## src/rtl/instr_issue_pkg.sv

```systemverilog
// Shared constants and types for the instruction byte assembler / issue path.
// Holds the host byte width, instruction width, NOP encoding and default FIFO depth;
// these are also consumed by the control unit.
package instr_issue_pkg;

    localparam int unsigned DATA_WIDTH    = 8;
    localparam int unsigned INSTR_WIDTH   = 16;
    localparam int unsigned DEFAULT_DEPTH = 4;

    localparam logic [INSTR_WIDTH-1:0] NOP = 16'h0000;

    // Assembler state: waiting for the high byte or for the low byte.
    typedef enum logic {
        ASM_HI = 1'b0,
        ASM_LO = 1'b1
    } asm_state_t;

    // Instruction word as assembled from two host bytes, high byte first.
    typedef struct packed {
        logic [DATA_WIDTH-1:0] hi;
        logic [DATA_WIDTH-1:0] lo;
    } instr_bytes_t;

endpackage

```

## src/rtl/instr_fifo.sv

```systemverilog
// Instruction FIFO: storage, wrapping pointers and occupancy count.
// Ports:
//   clk, rst        clock and synchronous active-high reset
//   flush           synchronous clear of pointers and count
//   push, push_data write one entry (ignored when full)
//   pop, pop_data   remove the head entry (ignored when empty); pop_data shows the head
//   full, empty     occupancy flags derived from count
//   count           number of entries held
module instr_fifo
    import instr_issue_pkg::*;
#(
    parameter int unsigned DEPTH = DEFAULT_DEPTH,
    parameter int unsigned WIDTH = INSTR_WIDTH
) (
    input  logic                     clk,
    input  logic                     rst,
    input  logic                     flush,
    input  logic                     push,
    input  logic [WIDTH-1:0]         push_data,
    input  logic                     pop,
    output logic [WIDTH-1:0]         pop_data,
    output logic                     full,
    output logic                     empty,
    output logic [$clog2(DEPTH):0]   count
);

    localparam int unsigned PTR_W = $clog2(DEPTH);
    localparam int unsigned CNT_W = PTR_W + 1;

    logic [WIDTH-1:0] mem [DEPTH];
    logic [PTR_W-1:0] wr_ptr;
    logic [PTR_W-1:0] rd_ptr;
    logic [CNT_W-1:0] count_q;
    logic             push_ok;
    logic             pop_ok;

    assign full     = (count_q == CNT_W'(DEPTH));
    assign empty    = (count_q == '0);
    assign count    = count_q;
    assign pop_data = mem[rd_ptr];

    assign push_ok = push && !full && !flush;
    assign pop_ok  = pop && !empty && !flush;

    // Pointers wrap naturally because DEPTH is a power of two.
    always_ff @(posedge clk) begin
        if (rst || flush) begin
            wr_ptr  <= '0;
            rd_ptr  <= '0;
            count_q <= '0;
        end else begin
            if (push_ok) wr_ptr <= wr_ptr + PTR_W'(1);
            if (pop_ok)  rd_ptr <= rd_ptr + PTR_W'(1);
            case ({push_ok, pop_ok})
                2'b10:   count_q <= count_q + CNT_W'(1);
                2'b01:   count_q <= count_q - CNT_W'(1);
                default: count_q <= count_q;
            endcase
        end
    end

    // Storage needs no reset; only entries between the pointers are ever read out.
    always_ff @(posedge clk) begin
        if (push_ok) mem[wr_ptr] <= push_data;
    end

endmodule

```

## src/rtl/instr_issue.sv

```systemverilog
// Instruction issue stage: assembles host bytes into instructions, queues them and
// issues one per cycle to the control unit when it is not busy.
// Ports:
//   clk, rst        clock and synchronous active-high reset
//   byte_in         host byte (first = instruction high byte, second = low byte)
//   byte_valid      byte_in valid this cycle
//   byte_ready      byte accepted this cycle (FIFO not full, no flush, not in reset)
//   flush           synchronous clear of FIFO and assembler
//   ctrl_busy       control unit cannot accept an instruction
//   instruction     issued instruction, NOP when nothing issued
//   instr_valid     instruction is a fresh issue this cycle
//   fifo_count      number of complete instructions queued
//   overflow        sticky flag: byte offered while byte_ready was low
module instr_issue #(
    parameter int unsigned DEPTH       = instr_issue_pkg::DEFAULT_DEPTH,
    parameter int unsigned INSTR_WIDTH = instr_issue_pkg::INSTR_WIDTH
) (
    input  logic                                    clk,
    input  logic                                    rst,
    input  logic [instr_issue_pkg::DATA_WIDTH-1:0]  byte_in,
    input  logic                                    byte_valid,
    output logic                                    byte_ready,
    input  logic                                    flush,
    input  logic                                    ctrl_busy,
    output logic [INSTR_WIDTH-1:0]                  instruction,
    output logic                                    instr_valid,
    output logic [$clog2(DEPTH):0]                  fifo_count,
    output logic                                    overflow
);

    import instr_issue_pkg::*;

    asm_state_t            state;
    asm_state_t            state_next;
    logic [DATA_WIDTH-1:0] hi_reg;
    logic [DATA_WIDTH-1:0] hi_next;
    logic                  transfer_c;
    logic                  push_c;
    logic                  pop_c;
    logic                  overflow_c;
    instr_bytes_t          asm_word;
    logic [INSTR_WIDTH-1:0] head;
    logic                  full;
    logic                  empty;

    // Ready depends only on registered occupancy plus the flush/reset inputs.
    assign byte_ready = !rst && !flush && !full;
    assign transfer_c = byte_valid && byte_ready;
    assign overflow_c = byte_valid && !byte_ready && !flush;
    assign pop_c      = !empty && !ctrl_busy && !flush && !rst;

    always_comb begin
        asm_word.hi = hi_reg;
        asm_word.lo = byte_in;
    end

    // Assembler next-state: HI captures the high byte, LO completes and pushes.
    always_comb begin
        state_next = state;
        hi_next    = hi_reg;
        push_c     = 1'b0;
        case (state)
            ASM_HI: begin
                if (transfer_c) begin
                    hi_next    = byte_in;
                    state_next = ASM_LO;
                end
            end
            ASM_LO: begin
                if (transfer_c) begin
                    push_c     = 1'b1;
                    state_next = ASM_HI;
                end
            end
            default: state_next = ASM_HI;
        endcase
        if (flush) state_next = ASM_HI;
    end

    // Assembler state register.
    always_ff @(posedge clk) begin
        if (rst) begin
            state  <= ASM_HI;
            hi_reg <= '0;
        end else begin
            state  <= state_next;
            hi_reg <= hi_next;
        end
    end

    // Issue register: valid for exactly the cycle after each pop, NOP otherwise.
    always_ff @(posedge clk) begin
        if (rst || flush) begin
            instruction <= INSTR_WIDTH'(NOP);
            instr_valid <= 1'b0;
        end else if (pop_c) begin
            instruction <= head;
            instr_valid <= 1'b1;
        end else begin
            instruction <= INSTR_WIDTH'(NOP);
            instr_valid <= 1'b0;
        end
    end

    // Sticky overflow; only reset clears it.
    always_ff @(posedge clk) begin
        if (rst)             overflow <= 1'b0;
        else if (overflow_c) overflow <= 1'b1;
    end

    instr_fifo #(
        .DEPTH (DEPTH),
        .WIDTH (INSTR_WIDTH)
    ) u_fifo (
        .clk       (clk),
        .rst       (rst),
        .flush     (flush),
        .push      (push_c),
        .push_data (INSTR_WIDTH'(asm_word)),
        .pop       (pop_c),
        .pop_data  (head),
        .full      (full),
        .empty     (empty),
        .count     (fifo_count)
    );

endmodule
```

## config.mk

```make
export PLATFORM = sky130hd
export DESIGN_NAME = instr_issue
export DESIGN_NICKNAME = d
export VERILOG_FILES = /design/src/rtl/instr_issue_pkg.sv /design/src/rtl/instr_fifo.sv /design/src/rtl/instr_issue.sv
export SDC_FILE = /design/constraint.sdc
export NUM_CORES = 1
export LEC_CHECK = 0
export CORE_ASPECT_RATIO = 1.4
export CORE_MARGIN = 1
export CORE_UTILIZATION = 50
export CTS_CLUSTER_SIZE = 12
export DETAILED_ROUTE_END_ITERATION = 8
export DONT_BUFFER_PORTS = 1
export SLEW_MARGIN = 15
export SYNTH_ARGS = -nofsm -noshare
export SYNTH_HDL_FRONTEND = slang
export SYNTH_SLANG_ARGS = --single-unit
```

## constraint.sdc

```tcl
create_clock -name clk -period 3.5 [get_ports clk]
set_input_delay 0.7 -clock clk [delete_from_list [all_inputs] [get_ports clk]]
set_output_delay 0.7 -clock clk [all_outputs]
set_load 0.02 [all_outputs]
```

==> results of run 1 <==
## cell usage after synthesis, drive strengths merged (2+ instances only)
library cell / number
clkbuf: 3
nand3: 2
xor2: 2
o21ai: 4
and2: 20
ha: 7
mux2i: 8
buf: 5
edfxtp: 64
mux4: 16
nor3: 4
inv: 9
dfxtp: 34
a21oi: 5
or3: 2
nor2: 15
## through the flow
stage,setup slack [ps],power [mW]
2_1_floorplan,669.9,1.274
3_3_place_gp,591.5,1.275
3_5_place_dp,438.4,1.276
4_1_cts,426.4,1.889
5_1_grt,191.9,1.939
6_report,438.3,1.866
## layout by cell type (no fill, tap or decap), types with 2 or more instances in the layout
| master | Yosys | layout |
|---|---|---|
| or3_1 | 2 | 2 |
| nor3_2 | 2 | 2 |
| clkbuf_8 | 0 | 9 |
| ha_1 | 7 | 7 |
| mux2i_1 | 8 | 8 |
| edfxtp_1 | 64 | 64 |
| nor3_1 | 2 | 2 |
| o21ai_0 | 4 | 4 |
| dfxtp_1 | 34 | 34 |
| clkinv_2 | 0 | 2 |
| nor2_1 | 15 | 15 |
| xor2_1 | 2 | 2 |
| nand3_1 | 2 | 2 |
| buf_4 | 1 | 7 |
| and2_1 | 20 | 20 |
| mux4_2 | 16 | 16 |
| a21oi_1 | 5 | 5 |
| inv_1 | 9 | 9 |
| clkinv_1 | 0 | 2 |
## worst paths after layout
check                                      from           endpoint  slack, ps
worst max-delay path            u_fifo.count[2]    u_fifo.count[2]        440
worst max register to register  u_fifo.count[2]    u_fifo.count[2]        440
worst min-delay path                        rst          hi_reg[7]        400
worst min register to register        hi_reg[2]  u_fifo.mem[0][10]        510
## layer usage
layer	GRT usage	vias to the layer above	part of all wire
li1	-	790	-
met1	0.2112	880	0.40
met2	0.3006	52	0.53
met3	0.05917	12	0.052
met4	0.09172	0	0.021
met5	0	-	0
## cell families (layout without fill, tap and decap cells)
logic type	Yosys count	count (layout)
fa+ha+maj	8	8
xor+xnor	2	2
mux	24	24
simple gates	50	50
buf+inv	17	32
compound gates	11	11
flops	98	98
## worst max-delay path: stages, from the launching register on
cell and delay (ps):
dfxtp_1 540, or3b_2 510, and3_1 220, ha_1 210, inv_1 90, nor3_1 80, inv_1 100, ha_1 180
inv_1 60, fa_1 370, xor2_1 160, or3_1 310, a21oi_1 160
## area by class of cell
class | count | area, um^2 | share of cell area
sequential | 98 | 2603 | 0.6714
multi-input combinational | 95 | 907.1 | 0.2340
clock buffer | 10 | 127.6 | 0.03292
tap | 95 | 118.9 | 0.03066
timing repair buffer | 7 | 52.55 | 0.01356
clock inverter | 6 | 33.78 | 0.008715
inverter | 9 | 33.78 | 0.008715
## power groups by stage
stage	registers [mW]	clock network (mW)	logic, mW
CTS	1.23	0.639	0.0156
finish	1.23	0.617	0.0154
global route	1.23	0.688	0.0171
detailed placement	1.26	0	0.0155
floorplan	1.26	0	0.0153
global placement	1.26	0	0.0149
==> flow_metrics.tcl, run 1 <==
set metrics [dict create \
    synthArstFlopShare 0 \
    rsz0062_at_grt "false" \
    area_growth_pct 7.644 \
    synth.mux.area_fraction 0.1223 \
    worst-path-max-fanout 6 \
    core_area_mm2 0.006982 \
    max_cap_viol_count 0 \
    cts_hold_buf 0 \
    track_usage 0.1819 \
    clockRootBuffer "clkbuf_8" \
    synth_nets 231 \
    p_clk_frac 0.331 \
    max_slew_margin 0.4019 \
    final_cells 320 \
    yosysWarnings 0 \
    design.die.area_mm2 0.007550 \
    wl_per_cell_um 18.38 \
    wl_mm 5.882 \
    postCtsSetupRepairBufs 0 \
    start_kind "register" \
    worstPathRequired_ps 3780 \
    row_count 36 \
    worstSetupPathType "reg -> reg" \
    fin_area_mm2 0.003876 \
    firstDrtPassIters 4 \
    power_leakage_nw 1.285 \
    postCtsResizedCells 0 \
    io_pins 35 \
    synth.area.top_cells "edfxtp_1 53%, dfxtp_1 19%, mux4_2 10%" \
    pwr-share-seq 0.661 \
    timing.fmax_mhz 326.6 \
    syn_area_mm2 0.003601 \
    clkSinkCount 98 \
    drive_gt1_frac 0.1778 \
    maxSlewViolCount 0 \
    synth_compound_area_frac 0.01633 \
    finalCritPeriodShare 0.8748 \
    crit_path_end_kind "register" \
    yosys.area.top_type "edfxtp_1" \
    swShare 0.2021 \
    seq_area_frac_synth 0.7227 \
    avgSynthCellArea_um2 17.15 \
    clkSlewWorstSetupHoldPaths_ps 90 \
    worstMarginPinSlew_ps 895.9 \
    yosys.area_share.simple 0.07853 \
    run_status "completed" \
    die_y_um 102.4 \
    cts_tree "done" \
    hold_ws_ps 401.0 \
    yosysUniqueCellTypes 29 \
    clock_latency_ps 360 \
    place_congestion 0.7459 \
    internal-power_mw 1.489 \
    antennaDiodeCount 0 \
    port_buffers 0 \
    p_comb_frac 0.008 \
    grt_pass1_vias 1848 \
    start_util 0.5158 \
    final_antenna_net_count 0 \
    fin_skew_ps 7.942 \
    remaining_drc_errors 0 \
    synth_edf_count 64 \
    fin_util 0.5552 \
    vias 1734 \
    cts_buffer_depth 2 \
    nFillCells 556 \
    cts_htree_levels 3 \
    place_hpwl_mm 3.730 \
    syn_inst 210 \
    overflow 0 \
    place_area_mm2 0.003715 \
    hold_class "in -> reg" \
    grt_start_max_net_pins 19 \
    dp.cells 304 \
    drt-initial-drc-count 90 \
    antenna_found_initial 0 \
    nets 241 \
    setup_viol 0 \
    tns_ps 0 \
    vias_per_cell 5.419 \
    ir_worst_vdd_mv 0.3175 \
    synthXorXnorAreaFrac 0.004864 \
    ys.flop_type "edfxtp_1" \
    r2r_cells 12 \
    synth_top_area_share 0.5337 \
    synth.ff_latch_count 98 \
    largest_register_ffs 64 \
    fp.dieW_um 73.73 \
    p_sw_uw 377.0 \
    cellPowerDensity_mw_per_mm2 481.3 \
    cts_made_buffers 9 \
    hold_viol_final 0 \
    synthAdderAreaFrac 0.02988 \
    hold_path_depth 1 \
    period_needed_ps 3062 \
    synth_top_family_by_area "multiplexers" \
    arrival_ps 3350 \
    grt_pass1_wl_mm 9.425 \
]
No activity file was read; power rests on OpenSTA's default activity.
==> inputs of run 2 (changes only) <==
CTS_BUF_LIST = sky130_fd_sc_hd__clkbuf_4 sky130_fd_sc_hd__clkbuf_8 sky130_fd_sc_hd__clkbuf_16   (was default)
==> run 2 against run 1 <==
  * Design area barely moved
  * Sequential share of layout area fell by 0.065 points
  * Clock-buffer cell count did not move
  * Wire length rose by 0.29%
  * Largest cell class unchanged
==> flow_metrics.tcl, run 2 (synthesis results as in run 1) <==
set metrics [dict create \
    run_status "completed" \
    pwr-share-seq 0.658 \
    cts_made_buffers 9 \
    track_usage 0.1819 \
    nets 241 \
    tns_ps 0 \
    grt_pass1_wl_mm 9.425 \
    cts_htree_levels 3 \
    cts_tree "done" \
    clock_latency_ps 360 \
    finalCritPeriodShare 0.8756 \
    cellPowerDensity_mw_per_mm2 483.3 \
    place_congestion 0.7459 \
    cp_top_family "simple AND/OR/NAND/NOR gates" \
    wl_mm 5.899 \
    grt_start_max_net_pins 19 \
    hold_viol_final 0 \
    internal-power_mw 1.496 \
    clkSinkCount 98 \
    wl_per_cell_um 18.43 \
    cp_slowest_cell "dfxtp_1" \
    dp_slack_ps 438.4 \
    io_pins 35 \
    vias 1737 \
    start_kind "register" \
    worstPathRequired_ps 3780 \
    layout_commonest_cell "edfxtp_1" \
    p_comb_frac 0.008 \
    port_buffers 0 \
    antenna_found_initial 0 \
    drive_gt1_frac 0.1822 \
    cp_common_cell "inv_1" \
    worstSetupPathType "reg -> reg" \
    drt-initial-drc-count 112 \
    power_mw 1.875 \
    fin_skew_ps 9.401 \
    largest_register_ffs 64 \
    postCtsSetupRepairBufs 0 \
    crit_path_end_kind "register" \
    fp.dieW_um 73.73 \
    p_sw_uw 378.9 \
    swShare 0.2020 \
    hold_class "in -> reg" \
    nFillCells 557 \
    firstDrtPassIters 4 \
    worst-path-max-fanout 6 \
    core_area_mm2 0.006982 \
    setup_ws_ps 435.5 \
    power_leakage_nw 1.289 \
    design.die.area_mm2 0.007550 \
    fin_util 0.5557 \
    worstMarginPinSlew_ps 912.3 \
    area_growth_pct 7.748 \
    maxSlewViolCount 0 \
    rsz0062_at_grt "false" \
    postCtsResizedCells 0 \
    cts_hold_buf 0 \
    p_clk_frac 0.334 \
    vias_per_cell 5.428 \
    final_antenna_net_count 0 \
    cp_cell_sequence "or3b_2, and3_1, ha_1, inv_1, nor3_1, inv_1, ha_1, inv_1, fa_1, xor2_1, or3_1, a21oi_1" \
    critPathBufInv 3 \
    period_needed_ps 3065 \
    slowest_delay_ps 530 \
    arrival_ps 3350 \
    die_y_um 102.4 \
    clkSlewWorstSetupHoldPaths_ps 90 \
    fin_area_mm2 0.003880 \
    max_cap_viol_count 0 \
    grt_pass1_vias 1845 \
    layout_common_cells "64 x edfxtp_1, 34 x dfxtp_1, 20 x and2_1" \
    remaining_drc_errors 0 \
    ir_worst_vdd_mv 0.3176 \
    clockRootBuffer "clkbuf_8" \
    antennaDiodeCount 0 \
    max_slew_margin 0.3910 \
    overflow 0 \
    start_util 0.5158 \
    place_hpwl_mm 3.730 \
    setup_viol 0 \
    place_area_mm2 0.003715 \
    cts_buffer_depth 2 \
    timing.fmax_mhz 326.3 \
    row_count 36 \
]
run 2: worst reg2reg max path, stage by stage (launching register included):
cell and delay [ps]:
dfxtp_1 530, or3b_2 520, and3_1 220, ha_1 210, inv_1 90, nor3_1 80
inv_1 100, ha_1 180, inv_1 60, fa_1 370, xor2_1 160, or3_1 320
a21oi_1 160
run 2: per-layer routing:
layer,global-route usage,share of wire
met1,0.2112,0.41
met2,0.3006,0.52
met3,0.05917,0.053
met4,0.09172,0.022
met5,0,0
run 2: layout make-up:
| type | count | area [um^2] | area share |
|---|---|---|---|
| Clock buffer | 10 | 131.4 | 0.03386 |
| Clock inverter | 6 | 33.78 | 0.008707 |
| Inverter | 9 | 33.78 | 0.008707 |
| Multi-Input combinational cell | 95 | 907.1 | 0.2338 |
| Sequential cell | 98 | 2603 | 0.6708 |
| Tap cell | 95 | 118.9 | 0.03064 |
| Timing Repair Buffer | 7 | 52.55 | 0.01354 |
run 2: metrics by stage:
step,hold WS [ps],instances
final,397.8,320
after floorplan,459.4,210
after global placement,470.5,304
after detailed placement,495.3,304
after global routing,373.8,320
after CTS,378.1,320
run 2: power groups by stage:
stage	registers (mW)	logic, mW	clock network, mW
after floorplan	1.26	0.0153	0
after global placement	1.26	0.0149	0
after detailed placement	1.26	0.0155	0
after CTS	1.23	0.0156	0.648
after global routing	1.23	0.0171	0.696
final	1.23	0.0154	0.626
run 2: path summary, 6_finish.rpt:
| check | startpoint | end | slack [ps] | cells after the start |
|---|---|---|---|---|
| max | u_fifo.count[2] | u_fifo.count[2] | 440 | 12 |
| min | rst | hi_reg[7] | 400 | 1 |
| max reg2reg | u_fifo.count[2] | u_fifo.count[2] | 440 | 12 |
| min reg2reg | hi_reg[2] | u_fifo.mem[0][10] | 510 | 0 |
